$ cat src/rtl/vga_timing_pkg.sv
// -----------------------------------------------------------------------------
// vga_timing_pkg
//   Constants shared by the VGA timing state machines and the line fetch
//   scheduler: display geometry, framebuffer word packing, SRAM and
//   line-buffer address widths, and the fetch scheduler state encoding.
// -----------------------------------------------------------------------------
package vga_timing_pkg;

  // Display geometry
  localparam int H_ACTIVE     = 640;
  localparam int V_ACTIVE     = 480;
  localparam int PIX_PER_WORD = 4;
  localparam int WORDS        = H_ACTIVE / PIX_PER_WORD;  // SRAM words per line

  // Framebuffer SRAM
  localparam int DATA_W = 16;
  localparam int ADDR_W = 17;  // covers WORDS * V_ACTIVE = 76800 words

  // Counter widths
  localparam int WIDX_W    = $clog2(WORDS);         // word index within a line
  localparam int LINE_W    = $clog2(V_ACTIVE + 1);  // 0..V_ACTIVE inclusive
  localparam int LB_ADDR_W = 1 + WIDX_W;            // {bank, word index}

  // Sized versions of the constants so comparisons and sums stay width-exact
  localparam logic [WIDX_W-1:0] LAST_WORD   = WIDX_W'(WORDS - 1);
  localparam logic [LINE_W-1:0] LINE_LIMIT  = LINE_W'(V_ACTIVE);
  localparam logic [ADDR_W-1:0] LINE_STRIDE = ADDR_W'(WORDS);

  // Fetch scheduler state encoding
  typedef enum logic [1:0] {
    IDLE  = 2'd0,  // SRAM port owned by the host writer
    FETCH = 2'd1,  // one SRAM read per cycle for the current line
    DRAIN = 2'd2   // capture the final read into the line buffer
  } fetch_state_e;

endpackage : vga_timing_pkg

$ cat src/rtl/vga_line_fetch_scheduler.sv
// -----------------------------------------------------------------------------
// vga_line_fetch_scheduler
//   Arbitrates the single-port framebuffer SRAM between display line fetches
//   and a host writer. A frame start or an end-of-active-line pulse launches
//   a fetch of one display line (WORDS reads) into a ping-pong line buffer;
//   the bank is the line number's LSB so the bank being displayed is never
//   overwritten. Whenever no fetch runs the SRAM port is handed to the host
//   through a valid/ready handshake with zero-cycle latency.
//
// Ports
//   clk_i, rst_ni          pixel clock, asynchronous active-low reset
//   frame_start_i          pulse: restart at line 0 (aborts any fetch)
//   line_end_i             pulse: fetch the next line if idle, else underrun
//   host_valid_i/_ready_o  host write handshake (ready is combinational)
//   host_addr_i/_data_i    host write address / data
//   mem_en_o/_we_o         SRAM enable / write enable
//   mem_addr_o/_wdata_o    SRAM address / write data
//   mem_rdata_i            SRAM read data, one cycle after the read
//   lb_we_o/_addr_o/_wdata_o  line-buffer write port ({bank, word index})
//   fetch_busy_o           a fetch (FETCH or DRAIN) is in progress
//   underrun_o             sticky: line_end_i arrived during a fetch
// -----------------------------------------------------------------------------
module vga_line_fetch_scheduler
  import vga_timing_pkg::*;
(
  input  logic                 clk_i,
  input  logic                 rst_ni,
  input  logic                 frame_start_i,
  input  logic                 line_end_i,
  input  logic                 host_valid_i,
  output logic                 host_ready_o,
  input  logic [ADDR_W-1:0]    host_addr_i,
  input  logic [DATA_W-1:0]    host_data_i,
  output logic                 mem_en_o,
  output logic                 mem_we_o,
  output logic [ADDR_W-1:0]    mem_addr_o,
  output logic [DATA_W-1:0]    mem_wdata_o,
  input  logic [DATA_W-1:0]    mem_rdata_i,
  output logic                 lb_we_o,
  output logic [LB_ADDR_W-1:0] lb_addr_o,
  output logic [DATA_W-1:0]    lb_wdata_o,
  output logic                 fetch_busy_o,
  output logic                 underrun_o
);

  // ---------------------------------------------------------------------------
  // State
  // ---------------------------------------------------------------------------
  fetch_state_e        state_q,      state_d;
  logic [LINE_W-1:0]   next_line_q,  next_line_d;   // line the next line_end fetches
  logic [ADDR_W-1:0]   line_base_q,  line_base_d;   // next_line * WORDS, kept by addition
  logic [WIDX_W-1:0]   word_idx_q,   word_idx_d;    // word being read this cycle
  logic                cur_bank_q,   cur_bank_d;    // bank of the line being fetched
  logic                rd_pending_q, rd_pending_d;  // a read was issued last cycle
  logic [WIDX_W-1:0]   rd_idx_q,     rd_idx_d;      // word index of that read
  logic                rd_bank_q,    rd_bank_d;     // bank of that read
  logic                underrun_q,   underrun_d;

  logic busy;
  logic host_fire;

  assign busy      = (state_q != IDLE);
  assign host_fire = host_valid_i && host_ready_o;

  // ---------------------------------------------------------------------------
  // Next-state logic
  // ---------------------------------------------------------------------------
  always_comb begin
    state_d     = state_q;
    next_line_d = next_line_q;
    line_base_d = line_base_q;
    word_idx_d  = word_idx_q;
    cur_bank_d  = cur_bank_q;
    underrun_d  = underrun_q;

    // The read pipeline simply follows whatever was issued this cycle. The
    // bank travels with the read so that a read issued in the cycle a frame
    // start aborts the fetch still lands in the bank of its own line.
    rd_pending_d = (state_q == FETCH);
    rd_idx_d     = word_idx_q;
    rd_bank_d    = cur_bank_q;

    if (frame_start_i) begin
      // Highest priority: restart the frame from line 0 in any state.
      state_d     = FETCH;
      next_line_d = '0;
      line_base_d = '0;
      word_idx_d  = '0;
      cur_bank_d  = 1'b0;
    end else begin
      // A line end during a fetch cannot be serviced; flag it and drop it.
      if (line_end_i && busy) begin
        underrun_d = 1'b1;
      end

      unique case (state_q)
        IDLE: begin
          // After the last active line the pulses keep coming through the
          // blanking interval; they must not launch fetches.
          if (line_end_i && (next_line_q < LINE_LIMIT)) begin
            state_d    = FETCH;
            word_idx_d = '0;
            cur_bank_d = next_line_q[0];
          end
        end

        FETCH: begin
          if (word_idx_q == LAST_WORD) begin
            state_d    = DRAIN;
            word_idx_d = '0;
          end else begin
            word_idx_d = word_idx_q + WIDX_W'(1);
          end
        end

        DRAIN: begin
          state_d     = IDLE;
          next_line_d = next_line_q + LINE_W'(1);
          line_base_d = line_base_q + LINE_STRIDE;
        end

        default: begin
          state_d = IDLE;
        end
      endcase
    end
  end

  // ---------------------------------------------------------------------------
  // SRAM port mux and host handshake
  // ---------------------------------------------------------------------------
  always_comb begin
    host_ready_o = (state_q == IDLE) && !frame_start_i && !line_end_i;

    mem_en_o    = 1'b0;
    mem_we_o    = 1'b0;
    mem_addr_o  = '0;
    mem_wdata_o = '0;

    if (state_q == FETCH) begin
      mem_en_o   = 1'b1;
      mem_addr_o = line_base_q + ADDR_W'(word_idx_q);
    end else if (host_fire) begin
      mem_en_o    = 1'b1;
      mem_we_o    = 1'b1;
      mem_addr_o  = host_addr_i;
      mem_wdata_o = host_data_i;
    end
  end

  // ---------------------------------------------------------------------------
  // Line-buffer write port: SRAM data is written the cycle it returns
  // ---------------------------------------------------------------------------
  assign lb_we_o      = rd_pending_q;
  assign lb_addr_o    = {rd_bank_q, rd_idx_q};
  assign lb_wdata_o   = mem_rdata_i;
  assign fetch_busy_o = busy;
  assign underrun_o   = underrun_q;

  // ---------------------------------------------------------------------------
  // Registers
  // ---------------------------------------------------------------------------
  always_ff @(posedge clk_i or negedge rst_ni) begin
    if (!rst_ni) begin
      state_q      <= IDLE;
      next_line_q  <= '0;
      line_base_q  <= '0;
      word_idx_q   <= '0;
      cur_bank_q   <= 1'b0;
      rd_pending_q <= 1'b0;
      rd_idx_q     <= '0;
      rd_bank_q    <= 1'b0;
      underrun_q   <= 1'b0;
    end else begin
      state_q      <= state_d;
      next_line_q  <= next_line_d;
      line_base_q  <= line_base_d;
      word_idx_q   <= word_idx_d;
      cur_bank_q   <= cur_bank_d;
      rd_pending_q <= rd_pending_d;
      rd_idx_q     <= rd_idx_d;
      rd_bank_q    <= rd_bank_d;
      underrun_q   <= underrun_d;
    end
  end

endmodule : vga_line_fetch_scheduler

$ cat config.mk
export PLATFORM = sky130hd
export DESIGN_NAME = vga_line_fetch_scheduler
export DESIGN_NICKNAME = d
export VERILOG_FILES = /design/src/rtl/vga_timing_pkg.sv /design/src/rtl/vga_line_fetch_scheduler.sv
export SDC_FILE = /design/constraint.sdc
export NUM_CORES = 1
export LEC_CHECK = 0
export ABC_AREA = 1
export CELL_PAD_IN_SITES_DETAIL_PLACEMENT = 0
export CELL_PAD_IN_SITES_GLOBAL_PLACEMENT = 1
export CORE_ASPECT_RATIO = 0.5
export CORE_MARGIN = 3
export CORE_UTILIZATION = 32
export CTS_CLUSTER_DIAMETER = 120
export DETAILED_ROUTE_END_ITERATION = 10
export PLACE_DENSITY = 0.83
export SYNTH_ARGS = -nofsm -noshare
export SYNTH_HDL_FRONTEND = slang
export SYNTH_SLANG_ARGS = --single-unit
$ cat constraint.sdc
create_clock -name clk_i -period 4.76 [get_ports clk_i]
set_clock_uncertainty 0.05 [all_clocks]
set_input_delay 0.952 -clock clk_i [delete_from_list [all_inputs] [get_ports clk_i]]
set_output_delay 0.952 -clock clk_i [all_outputs]
set_load 0.02 [all_outputs]
==> reports/results.ini <==
[synthesis]
syn_area_per_cell_um2 = 7.13
synth_simple_gate_area_share_pct = 33.3
yosysTopAreaCell = dfrtp_1
yosysUniqueCellTypes = 32
synth_top_family_by_area = simple AND/OR/NAND/NOR gates
syn_inst = 388
synthXorXnorAreaFrac_pct = 0.633
ys_seq_area_share_pct = 38.9
synthAdderAreaFrac_pct = 2.71
synth_top_cells_by_area = dfrtp_1 (39%), nand2_1 (13%), nor2_1 (6.8%)
mappedNetlistArea_um2 = 2770
yosysWarnings = 0
ys_ff_latch = 43
synth_top_area_share_pct = 38.9
synth_compound_area_share_pct = 9.91
synthMuxAreaShare_pct = 0
synth_nets = 448

[critical_path]
end_kind = output port
cp_data_arrival_time_ns = 2.91
crit_path_frequent_cell = clkdlybuf4s50_1
reg2reg_from = line_base_q[5]$_DFFE_PN0N_
regToRegSetupSlack_ns = 3.09
critPathSlowestCell = clkdlybuf4s50_1
cp-startpoint = frame_start_i
worstSetupPathType = input pin to output port
cp-endpoint = mem_addr_o[0]
crit_required_ns = 3.76
crit_path_max_incr_delay_ns = 0.63
crit_fanout = 18
reg2reg_to = line_base_q[13]$_DFFE_PN0N_
worst_setup_path_start_kind = input pin
crit_chain = clkdlybuf4s50_1 > nor2_1 > inv_2 > nor2_8 > nand2_8 > inv_6 > nand2_1 > o21ai_0 > clkdlybuf4s50_1
reg2reg_depth = 6

[layout]
num_antenna_cells = 0
final_cell_mix = nand2_1 (98), clkdlybuf4s50_1 (84), nor2_1 (50)
drive_gt1_share_pct = 7.24
fin_nets = 515
final_core_utilization_pct = 45.4
num-fill-cells = 863
layout_commonest_cell = nand2_1
syn_to_final_growth_pct = 34.6

[timing]
max_freq_mhz = 256
slew_viol_final = 0
worst_pin_slew_ns = 0.968
rsz0062_at_grt = false
fin_crit_ns = 3.91
hold_viol_final = 0
timing.final.crit_share_pct = 82.1
setup_viol_count_final = 0
slew-limit-headroom_pct = 35.4
fin_tns_setup_ns = 0

[clock_network]
post-cts-setup-buffers = 0
clk_path_buf_depth = 2
cts_made_buffers = 5
cts.clk_slew.worst_paths_ns = 0.06
cts.sink_count = 43
cts_htree_levels = 2
post_cts_resized = 0
cts_tree = yes
insertion_delay_ns = 0.29
ctsHoldBuffers = 0
cts_root_buf = clkbuf_16

[route]
wl_per_cell_um = 12.0
dr_total_vias = 2583
drt_iter0_drc = 143
firstDrtPassIters = 4
ant_nets = 0
vias_per_cell = 4.55
route.detailed.drc = 0
wirelength_um = 6820

[pwr]
leakage_nw = 1.73
irDropWorstVdd_mv = 0.139
powerDensity_nw_per_um2 = 243

[global_routing]
grt_start_max_net_pins = 44
grt_pass1_wl_um = 11700
track_usage_pct = 14.4
antenna_found_initial = 0
grt_pass1_vias = 2496
overflow = 0

[run_status]
status = completed

[placement]
portBuffers = 85
post-dp-hpwl_um = 5080
gp_congestion = 0.771

[floorplanning]
die_w_um = 137
coreArea_um2 = 8200
num_rows = 23
die_h_um = 71.7
initial_core_util_pct = 33.7
ios = 118
dieArea_um2 = 9860

[worst_hold_path]
hold_path_class = flop to flop

[job]
maxCapViolCount = 0

-- power breakdown --
part / switching (W) / total (W) / internal, W
clock: 0.000149 / 0.000359 / 0.000210
sequential: 0.0000104 / 0.000389 / 0.000379
combinational: 0.0000851 / 0.000157 / 0.0000723
-- synthesized netlist by cell type (all sizes together) --
cell type,count
inv,55
a31o,1
o221ai,1
dfrtp,43
o21ai,31
a21oi,11
nand3,31
ha,6
a22o,1
nand3b,1
nand2,106
nor2,53
o2111ai,1
nor4,1
or2,1
xor2,2
a31oi,1
nand4,8
buf,26
nor3,8
-- final cells by class --
type	instances	area, µm²	share of cell area [%]
Sequential cell	43	1080	28.9
Inverter	55	211	5.68
Multi-Input combinational cell	264	1290	34.6
Clock inverter	2	16.3	0.437
Timing Repair Buffer	86	853	22.9
Clock buffer	6	139	3.73
Tap cell	112	140	3.76
-- kinds of logic (layout without fill, tap and decap cells) --
| logic type | after synthesis | after routing |
|---|---|---|
| AOI/OAI and AO/OA | 47 | 47 |
| DFF | 43 | 43 |
| xor gates and xnor gates | 2 | 2 |
| adders and majority gates | 6 | 6 |
| and+or+nand+nor | 209 | 209 |
| buffers and inverters | 81 | 149 |
-- worst min-delay path by stage --
stage / start / end / cells after the start
2_1_floorplan: cur_bank_q$_DFFE_PN0P_ / rd_bank_q$_DFF_PN0_ / 0
3_3_place_gp: cur_bank_q$_DFFE_PN0P_ / rd_bank_q$_DFF_PN0_ / 0
3_5_place_dp: cur_bank_q$_DFFE_PN0P_ / rd_bank_q$_DFF_PN0_ / 0
4_1_cts: cur_bank_q$_DFFE_PN0P_ / rd_bank_q$_DFF_PN0_ / 0
5_1_grt: cur_bank_q$_DFFE_PN0P_ / rd_bank_q$_DFF_PN0_ / 0
6_report: cur_bank_q$_DFFE_PN0P_ / rd_bank_q$_DFF_PN0_ / 0
-- state kept, by name, summed over array words and instances, names as in the netlist --
register	cells
lb_we_o	1
state_q	2
rd_bank_q	1
rd_idx_d	8
rd_idx_q	8
line_base_q	12
next_line_q	9
cur_bank_q	1
underrun_o	1
-- layer usage --
| metal | wire [µm] | global-route usage, % | up-vias | share of wire, % |
|---|---|---|---|---|
| met5 | 0 | 0 | - | 0 |
| met4 | 133 | 4.42 | 0 | 2.0 |
| met3 | 478 | 3.65 | 19 | 7.0 |
| met2 | 2830 | 22.5 | 67 | 42 |
| met1 | 3370 | 19.7 | 1145 | 49 |
| li1 | - | - | 1352 | - |
-- metrics by stage --
step	cells	hold WS, ns	instance area [µm²]	setup slack, ns	total power [W]
5_1_grt	568	0.342	3720	0.670	0.000948
4_1_cts	568	0.328	3720	0.823	0.000914
6_report	568	0.326	3720	0.851	0.000905
2_1_floorplan	388	0.304	2770	1.91	0.000487
3_5_place_dp	560	0.322	3570	0.836	0.000555
3_3_place_gp	560	0.314	3570	0.862	0.000555
-- critical path: cells and delay by family --
| kind | cells | cell delay, ns |
|---|---|---|
| compound gates | 1 | 0.08 |
| simple gates | 4 | 0.47 |
| buf+inv | 4 | 1.40 |
Note: power is estimated with default switching activity, not from simulation.
